--- src/rtl/decoder_pkg.sv ---
// Shared constants for the decoder_pipe block: occupancy state encoding and
// the width of the accepted-token counter.
package decoder_pkg;

    // Occupancy of the two-entry output buffer (main entry + skid entry).
    typedef enum logic [1:0] {
        ST_EMPTY = 2'd0,
        ST_ONE   = 2'd1,
        ST_TWO   = 2'd2
    } occ_e;

    localparam int unsigned CNT_W = 16;

endpackage

--- src/rtl/decoder_onehot.sv ---
// Purely combinational SEL_W-to-NUM_OUT one-hot decoder.
// Ports:
//   en_i       : 0 = null token, decodes to all-zero with no error
//   sel_i      : select index
//   onehot_c_o : bit sel_i set when en_i=1 and sel_i < NUM_OUT
//   err_c_o    : en_i=1 and sel_i >= NUM_OUT (onehot is then all-zero)
module decoder_onehot #(
    parameter int unsigned SEL_W   = 2,
    parameter int unsigned NUM_OUT = 4
) (
    input  logic               en_i,
    input  logic [SEL_W-1:0]   sel_i,
    output logic [NUM_OUT-1:0] onehot_c_o,
    output logic               err_c_o
);

    // One comparator per output line; out-of-range selects match no line.
    always_comb begin
        onehot_c_o = '0;
        for (int unsigned i = 0; i < NUM_OUT; i++) begin
            onehot_c_o[i] = en_i && (sel_i == SEL_W'(i));
        end
    end

    // A fully populated decoder cannot see an out-of-range select.
    if (NUM_OUT == (2 ** SEL_W)) begin : g_full
        assign err_c_o = 1'b0;
    end else begin : g_part
        localparam logic [SEL_W:0] LIMIT = (SEL_W + 1)'(NUM_OUT);
        assign err_c_o = en_i && ({1'b0, sel_i} >= LIMIT);
    end

endmodule

--- src/rtl/decoder_pipe.sv ---
// Registered one-hot decoder with valid/ready on both sides and a 2-entry
// (main + skid) buffer so the input side keeps full throughput under
// backpressure without in_ready depending on out_ready.
// Ports:
//   clk, rst_n         : clock, synchronous active-low reset
//   in_valid/in_ready  : input handshake (in_ready is a flop)
//   in_sel, in_en      : token select index and enable (0 = null token)
//   out_valid/out_ready: output handshake
//   out_onehot, out_sel, out_err : decoded token held until delivered
//   tok_count          : accepted-token count, saturating
// Build option: DECODER_PIPE_COUNT_EN enables the token counter; without it
// tok_count is tied to zero and no counter flops exist.
module decoder_pipe
    import decoder_pkg::*;
#(
    parameter int unsigned SEL_W   = 2,
    parameter int unsigned NUM_OUT = 4
) (
    input  logic               clk,
    input  logic               rst_n,
    input  logic               in_valid,
    output logic               in_ready,
    input  logic [SEL_W-1:0]   in_sel,
    input  logic               in_en,
    output logic               out_valid,
    input  logic               out_ready,
    output logic [NUM_OUT-1:0] out_onehot,
    output logic [SEL_W-1:0]   out_sel,
    output logic               out_err,
    output logic [CNT_W-1:0]   tok_count
);

    logic [NUM_OUT-1:0] dec_onehot_c;
    logic               dec_err_c;
    logic               accept_c;
    logic               deliver_c;

    occ_e               state_q, state_d;
    logic               in_ready_q, in_ready_d;
    logic               out_valid_q, out_valid_d;
    logic [NUM_OUT-1:0] main_onehot_q, main_onehot_d;
    logic [SEL_W-1:0]   main_sel_q, main_sel_d;
    logic               main_err_q, main_err_d;
    logic [NUM_OUT-1:0] skid_onehot_q, skid_onehot_d;
    logic [SEL_W-1:0]   skid_sel_q, skid_sel_d;
    logic               skid_err_q, skid_err_d;

    // Decode once, on the input path; the stored result is never recomputed.
    decoder_onehot #(
        .SEL_W   (SEL_W),
        .NUM_OUT (NUM_OUT)
    ) u_onehot (
        .en_i       (in_en),
        .sel_i      (in_sel),
        .onehot_c_o (dec_onehot_c),
        .err_c_o    (dec_err_c)
    );

    assign accept_c  = in_valid && in_ready_q;
    assign deliver_c = out_valid_q && out_ready;

    // Occupancy next-state and buffer loads.
    always_comb begin
        state_d       = state_q;
        main_onehot_d = main_onehot_q;
        main_sel_d    = main_sel_q;
        main_err_d    = main_err_q;
        skid_onehot_d = skid_onehot_q;
        skid_sel_d    = skid_sel_q;
        skid_err_d    = skid_err_q;

        case (state_q)
            ST_EMPTY: begin
                if (accept_c) begin
                    main_onehot_d = dec_onehot_c;
                    main_sel_d    = in_sel;
                    main_err_d    = dec_err_c;
                    state_d       = ST_ONE;
                end
            end
            ST_ONE: begin
                if (accept_c && deliver_c) begin
                    // Main is reloaded on the same edge it drains: no bubble.
                    main_onehot_d = dec_onehot_c;
                    main_sel_d    = in_sel;
                    main_err_d    = dec_err_c;
                end else if (accept_c) begin
                    skid_onehot_d = dec_onehot_c;
                    skid_sel_d    = in_sel;
                    skid_err_d    = dec_err_c;
                    state_d       = ST_TWO;
                end else if (deliver_c) begin
                    state_d = ST_EMPTY;
                end
            end
            ST_TWO: begin
                if (deliver_c) begin
                    main_onehot_d = skid_onehot_q;
                    main_sel_d    = skid_sel_q;
                    main_err_d    = skid_err_q;
                    state_d       = ST_ONE;
                end
            end
            default: begin
                state_d = ST_EMPTY;
            end
        endcase

        // Handshake flags follow the next occupancy so they are plain flops.
        in_ready_d  = (state_d != ST_TWO);
        out_valid_d = (state_d != ST_EMPTY);
    end

    always_ff @(posedge clk) begin
        if (!rst_n) begin
            state_q       <= ST_EMPTY;
            in_ready_q    <= 1'b1;
            out_valid_q   <= 1'b0;
            main_onehot_q <= '0;
            main_sel_q    <= '0;
            main_err_q    <= 1'b0;
            skid_onehot_q <= '0;
            skid_sel_q    <= '0;
            skid_err_q    <= 1'b0;
        end else begin
            state_q       <= state_d;
            in_ready_q    <= in_ready_d;
            out_valid_q   <= out_valid_d;
            main_onehot_q <= main_onehot_d;
            main_sel_q    <= main_sel_d;
            main_err_q    <= main_err_d;
            skid_onehot_q <= skid_onehot_d;
            skid_sel_q    <= skid_sel_d;
            skid_err_q    <= skid_err_d;
        end
    end

    assign in_ready   = in_ready_q;
    assign out_valid  = out_valid_q;
    assign out_onehot = main_onehot_q;
    assign out_sel    = main_sel_q;
    assign out_err    = main_err_q;

`ifdef DECODER_PIPE_COUNT_EN
    logic [CNT_W-1:0] cnt_q, cnt_d;

    // Saturating count of accepted tokens, null tokens included.
    always_comb begin
        cnt_d = cnt_q;
        if (accept_c && (cnt_q != {CNT_W{1'b1}})) begin
            cnt_d = cnt_q + CNT_W'(1);
        end
    end

    always_ff @(posedge clk) begin
        if (!rst_n) begin
            cnt_q <= '0;
        end else begin
            cnt_q <= cnt_d;
        end
    end

    assign tok_count = cnt_q;
`else
    assign tok_count = '0;
`endif

endmodule

--- config.mk ---
export PLATFORM = sky130hd
export DESIGN_NAME = decoder_pipe
export DESIGN_NICKNAME = d
export VERILOG_FILES = /design/src/rtl/decoder_pkg.sv /design/src/rtl/decoder_onehot.sv /design/src/rtl/decoder_pipe.sv
export SDC_FILE = /design/constraint.sdc
export NUM_CORES = 1
export LEC_CHECK = 0
export ABC_AREA = 1
export CAP_MARGIN = 10
export CORE_UTILIZATION = 30
export CTS_BUF_LIST = sky130_fd_sc_hd__clkbuf_8
export DETAILED_ROUTE_END_ITERATION = 10
export GPL_TIMING_DRIVEN = 1
export SLEW_MARGIN = 20
export SYNTH_ARGS = -nofsm -noshare
export SYNTH_HDL_FRONTEND = slang
export SYNTH_SLANG_ARGS = --single-unit
--- constraint.sdc ---
create_clock -name clk -period 1.62 [get_ports clk]
set_input_delay 0.324 -clock clk [delete_from_list [all_inputs] [get_ports clk]]
set_output_delay 0.324 -clock clk [all_outputs]
set_load 0.03 [all_outputs]
==> key figures <==
Final layout
  – Final nets: about 170
  – Area Growth Syn to Fin: 17.3%
  – Share of layout cells above drive strength 1: roughly 7.5%
  – Commonest non-fill, non-tap cell in the layout: nand2_1
  – Most frequent cells in the layout: nand2_1 (38), nor2_1 (21), inv_1 (17), conb_1 (17), dfxtp_1 (16)
  – Fin cells: 191
  – Antenna diodes: 0
  – # fillers: 299

Clock tree
  – Setup Buffers After CTS: 0
  – Cts bufs inserted: 3
  – Clock root buffer: clkbuf_8
  – Total clock sinks: 16
  – # hold bufs at CTS: 0
  – Worst-path clk slew: 0.06 ns
  – CTS tree: yes
  – Clk Latency, worst-skew pair: 0.25 ns
  – Clk buf depth: 2
  – CTS H-tree lvls: 1

Route
  – Drt total wl: approximately 1700 um
  – DR DRC count: 5
  – DR vias/cell: 4.24
  – DR vias: between 800 and 900
  – Routed Antenna Nets: 0
  – WL/cell: between 9 and 10 um
  – Initial DRC count: 17
  – TritonRoute pass-1 iters: 7

Power
  – VDD IR max: 353 uV
  – Static Leak: ~0.60 nW
  – Power Density: ~1100 nW/um2

Global routing
  – Initial antenna violation count: 0
  – Total GRT Usage: 12.0%
  – First-pass GRT wire length: 2990 um
  – Grt ovf: 0
  – Largest net degree at the start of global routing: 12
  – Vias in the first global route: 660

Critical path
  – Worst R2R Setup Slack: approximately 0.35 ns
  – Max FO, Critical Path: 2
  – Reg2Reg Launch Point: state_q[1]
  – Top delay family on crit path: buffers and inverters
  – CP peak stage delay: about 0.67 ns
  – Critical-path top delay cell: clkdlybuf4s50_1
  – Reg2reg end: skid_onehot_q[3]
  – Worst path required time: about 1.3 ns
  – WP data arrival: ~1.3 ns
  – Cells on worst reg2reg path: 6
  – Crit path launch: out_onehot[1]
  – Crit path buf inv count: 1
  – Worst Setup Start Kind: flop
  – WS Path Type: flop to output pin
  – CP cell instances: clkdlybuf4s50_1
  – Critical Path Sink Type: output pin

Timing
  – Crit share post-route: between 90% and 100%
  – RSZ-0062 raised after global routing: no
  – Period minus WS final: 1.57 ns
  – Worst clock skew: 0.00186 ns
  – Setup TNS: 0 ns
  – Slew Viols, Final: 0
  – Peak Freq: roughly 0.63 GHz
  – Final Hold Fails: 0
  – Final setup violation count: 0

Logic synthesis
  – Cell Area, Synth: around 930 um2
  – Post-synthesis register bit count: 16
  – Gate Count Post-Synth: approximately 140
  – EDFF count, synth: 0
  – Cell variety after synth: 19
  – Main synth FF type: dfxtp_1
  – Syn avg cell area: 6.48 um2
  – Async SR Flop Fraction: 0%
  – Syn. warnings: 0
  – Register area share after synthesis: 34.3%

Place
  – Placed Cells: approximately 190
  – Post-DP HPWL: ~1300 um
  – Placer Congestion: roughly 0.8
  – PortBufs: 14

Floorplanning
  – Io pins: 32
  – Die X: roughly 58 um
  – Starting Density: around 33%
  – Die ar.: about 3300 um2
  – CORE AREA: 2850 um2
  – Die height: 57.8 um
  – FP Rows: 19

Run status
  – Violations in the final reports: DRC
  – Outcome: complete, but fails checks

Hold path
  – WHS Path Cells: 2
  – Worst hold endpoint: skid_onehot_q[2]
  – Worst hold start: skid_onehot_q[2]
  – Worst Hold Class: flop to flop

Run
  – MaxCap Viol Count: 0
power by group:
group          switching [mW]  leakage [nW]  internal, mW
clock network           0.143        0.0288         0.216
logic                   0.226         0.440         0.110
registers              0.0273         0.132         0.437
sequential cells by signal, summed over array words and instances, names as in the netlist:
register / count
in_ready: 1
out_onehot: 4
out_sel: 2
out_valid: 1
skid_onehot_q: 4
skid_sel_q: 2
state_q: 2
kinds of logic (layout without fill, tap and decap cells):
group	Yosys count	in the layout	share of synthesized area [%]
AOI/OAI and AO/OA	8	8	4.29
buffers and inverters	37	37	22.7
DFF	16	16	34.3
other	1	17	0.402
and+or+nand+nor	82	82	38.3
worst register-to-register path, cell delays in order (launching register included):
cell	delay [ns]
dfxtp_1	0.37
inv_2	0.14
nand3_2	0.12
nor2_2	0.31
nand2_1	0.08
o21ai_0	0.09
nor2_1	0.06
metrics by stage:
stage	hold slack (ns)	setup WS, ns	power, mW	util, %	area (um2)
2_1_floorplan	0.433	0.390	0.749	-	993
3_3_place_gp	0.473	0.0412	0.807	36.3	1040
3_5_place_dp	0.490	0.0126	0.811	36.3	1040
4_1_cts	0.498	0.0191	1.17	38.2	1090
5_1_grt	0.517	0.000143	1.23	38.4	1090
6_report	0.489	0.0450	1.16	38.4	1090
worst max-delay path by stage:
stage	endpoint	slack, ns	cells past startpoint
after floorplan	skid_sel_q[0]	0.39	6
after global placement	skid_onehot_q[1]	0.04	7
after detailed placement	skid_onehot_q[3]	0.01	7
after CTS	out_valid	0.02	1
after global routing	out_onehot[1]	0.0001	1
final	out_onehot[1]	0.05	1
area by class of cell:
class / count / area [um2] / share of cell area, %
inverters: 18 / 67.6 / 6.17
multi-input cells: 107 / 462 / 42.2
repair buffers: 15 / 151 / 13.8
well taps: 31 / 38.8 / 3.54
flip-flops and latches: 16 / 320 / 29.3
clock buffers: 4 / 55.1 / 5.03
cell usage after synthesis (2+ instances only):
library cell,count,area (um2)
nor2_1,21,78.8
nand2_2,2,12.5
buf_4,17,128
dfxtp_1,16,320
a21oi_1,2,10.0
o21ai_0,5,25.0
nand2_1,38,143
nor3_1,2,10.0
nand3_1,15,75.1
inv_1,17,63.8
layer usage:
layer  GRT usage (%)  vias up  wire length [um]
met5               0        -                 0
met4            9.18        0                55
met3            3.13        5               123
met2            17.1       37               711
met1            15.4      333               836
li1                -      435                 -
what timing repair did:
action,CTS,global route
resized for setup,1,2
cloned,0,0
endpoints found under the setup margin,1,2
Power figures use the tool's default switching activity.
